[src/rtl/ysyx_24090003_arb_pkg.sv]
// Shared types and constants for the ysyx_24090003 memory arbiter.
// States, owner tags and the default watchdog limit.
package ysyx_24090003_arb_pkg;

  typedef enum logic [1:0] {
    IDLE = 2'd0,
    REQ  = 2'd1,
    RESP = 2'd2
  } arb_state_t;

  typedef enum logic {
    OWN_IFU = 1'b0,
    OWN_LSU = 1'b1
  } arb_owner_t;

  localparam int ARB_TIMEOUT_DEF = 255;

  function automatic arb_owner_t to_owner(input logic is_lsu);
    return is_lsu ? OWN_LSU : OWN_IFU;
  endfunction

endpackage

[src/rtl/ysyx_24090003_arb_timeout.sv]
// Saturating watchdog: counts in-flight cycles since accept.
// TIMEOUT=0 removes the counter and never expires.
module ysyx_24090003_arb_timeout
  import ysyx_24090003_arb_pkg::*;
#(
  parameter int TIMEOUT = ARB_TIMEOUT_DEF
) (
  input  logic clk,
  input  logic rst_n,
  input  logic clear,
  input  logic enable,
  output logic expired
);

  if (TIMEOUT > 0) begin : g_wd
    localparam int CW = $clog2(TIMEOUT + 1);
    localparam logic [CW-1:0] LIMIT = CW'(TIMEOUT);
    localparam logic [CW-1:0] LAST = CW'(TIMEOUT - 1);

    logic [CW-1:0] cnt_q;

    // The accept cycle counts as the first, so the
    // count reaches TIMEOUT on the edge that expires.
    always_ff @(posedge clk) begin
      if (!rst_n) begin
        cnt_q <= '0;
      end else if (clear) begin
        cnt_q <= CW'(1);
      end else if (enable && cnt_q != LIMIT) begin
        cnt_q <= cnt_q + CW'(1);
      end
    end

    assign expired = enable && (cnt_q >= LAST);
  end else begin : g_off
    assign expired = 1'b0;
  end

endmodule

[src/rtl/ysyx_24090003_mem_arbiter.sv]
// ysyx_24090003 memory arbiter: IFU and LSU share one memory port.
// Macro YSYX_24090003_ARB_RR_EN selects round-robin tie breaking.
module ysyx_24090003_mem_arbiter
  import ysyx_24090003_arb_pkg::*;
#(
  parameter int ADDR_W  = 32,
  parameter int DATA_W  = 32,
  parameter int TIMEOUT = ARB_TIMEOUT_DEF
) (
  input  logic                cpu_clk,
  input  logic                cpu_rs,
  input  logic                ifu_req_valid,
  output logic                ifu_req_ready,
  input  logic [ADDR_W-1:0]   ifu_addr,
  output logic                ifu_resp_valid,
  output logic [DATA_W-1:0]   ifu_rdata,
  output logic                ifu_resp_err,
  input  logic                lsu_req_valid,
  output logic                lsu_req_ready,
  input  logic [ADDR_W-1:0]   lsu_addr,
  input  logic                lsu_wen,
  input  logic [DATA_W-1:0]   lsu_wdata,
  input  logic [DATA_W/8-1:0] lsu_wmask,
  output logic                lsu_resp_valid,
  output logic [DATA_W-1:0]   lsu_rdata,
  output logic                lsu_resp_err,
  output logic                mem_req_valid,
  input  logic                mem_req_ready,
  output logic [ADDR_W-1:0]   mem_addr,
  output logic                mem_wen,
  output logic [DATA_W-1:0]   mem_wdata,
  output logic [DATA_W/8-1:0] mem_wmask,
  input  logic                mem_resp_valid,
  input  logic [DATA_W-1:0]   mem_rdata
);

  arb_state_t state_q, state_d;
  arb_owner_t owner_q;
  logic       grant_lsu;
  logic       in_idle;
  logic       accept;
  logic       expired;
  logic       resp_fire;
  logic       resp_err;

`ifdef YSYX_24090003_ARB_RR_EN
  arb_owner_t last_q;

  // Remember who won the last grant to alternate on ties.
  always_ff @(posedge cpu_clk) begin
    if (!cpu_rs) begin
      last_q <= OWN_IFU;
    end else if (accept) begin
      last_q <= to_owner(grant_lsu);
    end
  end
`endif

  // Pick the winner among asserted requests.
  always_comb begin
    grant_lsu = lsu_req_valid;
`ifdef YSYX_24090003_ARB_RR_EN
    if (lsu_req_valid && ifu_req_valid) begin
      grant_lsu = (last_q == OWN_IFU);
    end
`endif
  end

  assign in_idle       = cpu_rs && (state_q == IDLE);
  assign lsu_req_ready = in_idle && grant_lsu;
  assign ifu_req_ready = in_idle && !grant_lsu && ifu_req_valid;
  assign accept        = (lsu_req_ready && lsu_req_valid)
                      || ifu_req_ready;
  assign mem_req_valid = (state_q == REQ);

  ysyx_24090003_arb_timeout #(
    .TIMEOUT(TIMEOUT)
  ) u_timeout (
    .clk    (cpu_clk),
    .rst_n  (cpu_rs),
    .clear  (accept),
    .enable (state_q != IDLE),
    .expired(expired)
  );

  // Next state plus completion/timeout decision.
  always_comb begin
    state_d   = state_q;
    resp_fire = 1'b0;
    resp_err  = 1'b0;
    unique case (state_q)
      IDLE: begin
        if (accept) state_d = REQ;
      end
      REQ: begin
        if (expired) begin
          state_d   = IDLE;
          resp_fire = 1'b1;
          resp_err  = 1'b1;
        end else if (mem_req_ready) begin
          state_d = RESP;
        end
      end
      RESP: begin
        if (mem_resp_valid) begin
          state_d   = IDLE;
          resp_fire = 1'b1;
        end else if (expired) begin
          state_d   = IDLE;
          resp_fire = 1'b1;
          resp_err  = 1'b1;
        end
      end
      default: state_d = IDLE;
    endcase
  end

  // State register.
  always_ff @(posedge cpu_clk) begin
    if (!cpu_rs) begin
      state_q <= IDLE;
    end else begin
      state_q <= state_d;
    end
  end

  // Latch the request and route the response to its owner.
  always_ff @(posedge cpu_clk) begin
    if (!cpu_rs) begin
      owner_q        <= OWN_IFU;
      mem_addr       <= '0;
      mem_wen        <= 1'b0;
      mem_wdata      <= '0;
      mem_wmask      <= '0;
      ifu_resp_valid <= 1'b0;
      ifu_resp_err   <= 1'b0;
      ifu_rdata      <= '0;
      lsu_resp_valid <= 1'b0;
      lsu_resp_err   <= 1'b0;
      lsu_rdata      <= '0;
    end else begin
      ifu_resp_valid <= 1'b0;
      ifu_resp_err   <= 1'b0;
      lsu_resp_valid <= 1'b0;
      lsu_resp_err   <= 1'b0;
      if (accept) begin
        owner_q   <= to_owner(grant_lsu);
        mem_addr  <= grant_lsu ? lsu_addr : ifu_addr;
        mem_wen   <= grant_lsu && lsu_wen;
        mem_wdata <= grant_lsu ? lsu_wdata : '0;
        mem_wmask <= grant_lsu ? lsu_wmask : '0;
      end
      if (resp_fire) begin
        if (owner_q == OWN_LSU) begin
          lsu_resp_valid <= 1'b1;
          lsu_resp_err   <= resp_err;
          lsu_rdata      <= resp_err ? '0 : mem_rdata;
        end else begin
          ifu_resp_valid <= 1'b1;
          ifu_resp_err   <= resp_err;
          ifu_rdata      <= resp_err ? '0 : mem_rdata;
        end
      end
    end
  end

endmodule

[config.mk]
export PLATFORM = sky130hd
export DESIGN_NAME = ysyx_24090003_mem_arbiter
export DESIGN_NICKNAME = d
export VERILOG_FILES = /design/src/rtl/ysyx_24090003_arb_pkg.sv /design/src/rtl/ysyx_24090003_arb_timeout.sv /design/src/rtl/ysyx_24090003_mem_arbiter.sv
export SDC_FILE = /design/constraint.sdc
export NUM_CORES = 1
export LEC_CHECK = 0
export ABC_AREA = 0
export CAP_MARGIN = 15
export CORE_MARGIN = 2
export CORE_UTILIZATION = 42
export DETAILED_ROUTE_END_ITERATION = 10
export MAX_ROUTING_LAYER = met4
export PLACE_DENSITY = 0.88
export SYNTH_ARGS = -nofsm -noshare
export SYNTH_HDL_FRONTEND = slang
export SYNTH_SLANG_ARGS = --single-unit
[constraint.sdc]
create_clock -name cpu_clk -period 2.1 [get_ports cpu_clk]
set_input_delay 0.21 -clock cpu_clk [delete_from_list [all_inputs] [get_ports cpu_clk]]
set_output_delay 0.21 -clock cpu_clk [all_outputs]
set_load 0.01 [all_outputs]
==> impl_metrics.env <==
export IMPL_globalRouteOverflowTotal=0
export IMPL_status="completed"
export IMPL_drc=0
export IMPL_syn_num_nets=719
export IMPL_cp_arrival_ps=2290
export IMPL_numCtsBuffers=17
export IMPL_synth_ff_type="dfxtp_1"
export IMPL_skew_ps=6.81
export IMPL_period_minus_slack_ps=1990
export IMPL_end_kind="flip-flop"
export IMPL_synth_compound_area_share_pct=19.2
export IMPL_dieArea_um2=15500
export IMPL_first_pass_iters=6
export IMPL_synth_top_family_by_area="compound AO/OA/AOI/OAI gates"
export IMPL_finalSetupTns_ps=0
export IMPL_synth_seq_area_share_pct=48.6
export IMPL_max_freq_mhz=503
export IMPL_cp_slowest_cell="or4_4"
export IMPL_clk_pin_slew_worst_paths_ps=60
export IMPL_cts_tree="yes"
export IMPL_synthAdderAreaFrac_pct=1.23
export IMPL_tightest_slew_ps=520
export IMPL_cp_start_kind="flip-flop"
export IMPL_clk_latency_ps=420
export IMPL_total_power_w=0.00860
export IMPL_initial_utilization_pct=42.4
export IMPL_synth_distinct_cells=41
export IMPL_die_h_um=124
export IMPL_grt_usage_pct=23.1
export IMPL_clk_path_buf_depth=2
export IMPL_crit_chain="inv_2, ha_2, o21bai_4, or4_4, buf_12, o211ai_1, mux2i_1"
export IMPL_power_density_nw_per_um2=880
export IMPL_setup_viol=0
export IMPL_vias=5372
export IMPL_grt_pass1_wl_mm=27.9
export IMPL_synth_mux_area_share_pct=16.1
export IMPL_path_class="flip-flop to flip-flop"
export IMPL_ys_seq_elements=148
export IMPL_maxCapViolCount=0
export IMPL_netlist_top_cell_by_area="dfxtp_1"
export IMPL_mappedNetlistArea_um2=6090
export IMPL_crit_path_max_incr_delay_ps=620
export IMPL_totalWireLength_mm=17.6
export IMPL_report_final_slew_viol_count=0
export IMPL_synth_simple_area_share_pct=10.2
export IMPL_core_area_um2=14400
export IMPL_rows=44
export IMPL_ctsHoldBuffers=0
export IMPL_grt_max_degree=91
export IMPL_area_growth_pct=60.6
export IMPL_die_x_um=124
export IMPL_finalCritPeriodShare_pct=94.6
export IMPL_synth_warnings=0
export IMPL_async_flop_share_pct=0
export IMPL_dpl_hpwl_mm=12.0
export IMPL_fin_cells=1041
export IMPL_crit_family="simple AND/OR/NAND/NOR gates"
export IMPL_syn_inst=574
export IMPL_post_drt_wl_per_cell_um=16.9
export IMPL_synth_edf_count=0
export IMPL_cp_buffers_inverters=2
export IMPL_dr_first_iter_drc_count=396
export IMPL_syn_avg_cell_area_um2=10.6
export IMPL_worstPathRequired_ps=2400
export IMPL_gp_congestion=0.776
export IMPL_numPlacedInstances=1006
export IMPL_antenna_found_initial=1
export IMPL_cts_htree_levels=4
export IMPL_drtAntennaViolNets=0
export IMPL_vias_per_cell=5.16
export IMPL_cellLeakagePower_nw=4.45
export IMPL_ioPinCount=279
export IMPL_fin_nets=988
export IMPL_worst_hold_path_type="input pin to flip-flop"
export IMPL_path_max_fanout=8
export IMPL_synth_area_leaders="dfxtp_1, mux2i_1, nand2_1, o211ai_2, o211a_1"
export IMPL_cts_root_buffer="clkbuf_16"
export IMPL_port_buffers=278
export IMPL_synth_top_area_share_pct=48.6
export IMPL_slew_limit_headroom_pct=64.4
export IMPL_rsz0062_at_grt="no"
export IMPL_synthXorXnorAreaFrac_pct=0.431
export IMPL_final_layout_size_suffix_gt1_share_pct=11.7
export IMPL_cts_sinks=148
export IMPL_hold_viol=0
export IMPL_grt_pass1_vias=5454
export IMPL_ir_drop_mv=0.551
## synth_stat cells (4+ instances only)
cell and number:
nor2b_1 4, mux2i_1 98, o21ai_0 4, dfxtp_1 148, ha_1 6, clkbuf_1 29
nand2_1 107, buf_2 14, inv_1 6, nor2_1 9, buf_1 5, o211ai_2 30
a22o_1 37, o211a_1 33
## cell type report
cell class	count	area [um2]
diodes	1	2.50
flip-flops and latches	148	2970
well taps	184	230
inverters	6	22.5
repair buffers	301	3070
fillers	1076	4590
multi-input cells	369	2920
clock inverters	11	103
clock buffers	21	460
## registers in the layout (all words and copies together), names as in the netlist, 2 cells and up
name and cells:
ifu_rdata 32, mem_wmask 4, lsu_rdata 32, u_timeout.g_wd.cnt_q 8, mem_addr 32, mem_wdata 32
state_q 2
## what timing repair did
item | CTS | global route
gates resized for setup | 3 | 9
pin swaps | 0 | 2
setup buffers | 0 | 0
gates cloned | 1 | 1
setup endpoints to repair | 7 | 27
## stage by stage
step / setup slack (ps) / instance area (um2) / util (%) / hold WS (ps)
final: 113 / 9780 / 68.1 / 89.0
after CTS: 68.0 / 9740 / 67.8 / 74.7
after global routing: 2.65 / 9780 / 68.1 / 69.4
after global placement: 43.3 / 9140 / 63.6 / 447
after floorplan: 200 / 6090 / - / 343
after detailed placement: -1.54 / 9140 / 63.6 / 451
## cell families after synthesis
kind of cell	after synthesis
flip-flops	148
XOR/XNOR	3
adder cells (fa/ha/maj)	6
AND/OR/NAND/NOR	141
multiplexers	98
buffers and inverters	57
AO/OA/AOI/OAI	121
## final timing paths
kind | cells after the start | start | slack, ps | endpoint
setup / recovery | 7 | state_q[0]$_SDFFE_PN0P_ | 110 | lsu_rdata[31]$_SDFFE_PN0P_
hold / removal | 2 | cpu_rs | 90 | mem_addr[31]$_SDFFE_PN0P_
setup reg to reg | 7 | state_q[0]$_SDFFE_PN0P_ | 110 | lsu_rdata[31]$_SDFFE_PN0P_
hold reg to reg | 2 | ifu_rdata[21]$_SDFFE_PN0P_ | 450 | ifu_rdata[21]$_SDFFE_PN0P_
## cell usage in the layout, fill, tap and decap left out, types with 3 or more instances in the layout
cell type,netlist,layout
a31oi_1,3,3
clkdlybuf4s50_1,0,274
and3_1,3,3
nor2_1,9,8
ha_1,6,5
clkinv_2,0,3
buf_12,0,7
xnor2_1,3,3
o211ai_2,30,30
nand2_1,107,107
o211a_1,33,32
nor3_1,3,3
mux2i_1,98,98
clkinv_4,0,3
clkbuf_16,0,18
dfxtp_2,0,3
inv_1,6,4
dfxtp_1,148,145
o21ai_0,4,4
a22o_1,37,37
buf_4,0,15
nand3b_1,3,3
clkinvlp_4,0,3
nor2b_1,4,3
## routing by layer
metal	routed length (um)	track usage (%)	part of all wire [%]
met5	0	-	0
met4	406	9.25	2.3
met3	1180	6.79	6.7
met2	8530	37.3	49
met1	7440	27.1	42
## where the power goes
group	switching (W)	internal [W]
Combinational	0.00111	0.00127
Sequential	0.000204	0.00314
Clock	0.00119	0.00169
Note: power is estimated with default switching activity, not from simulation.
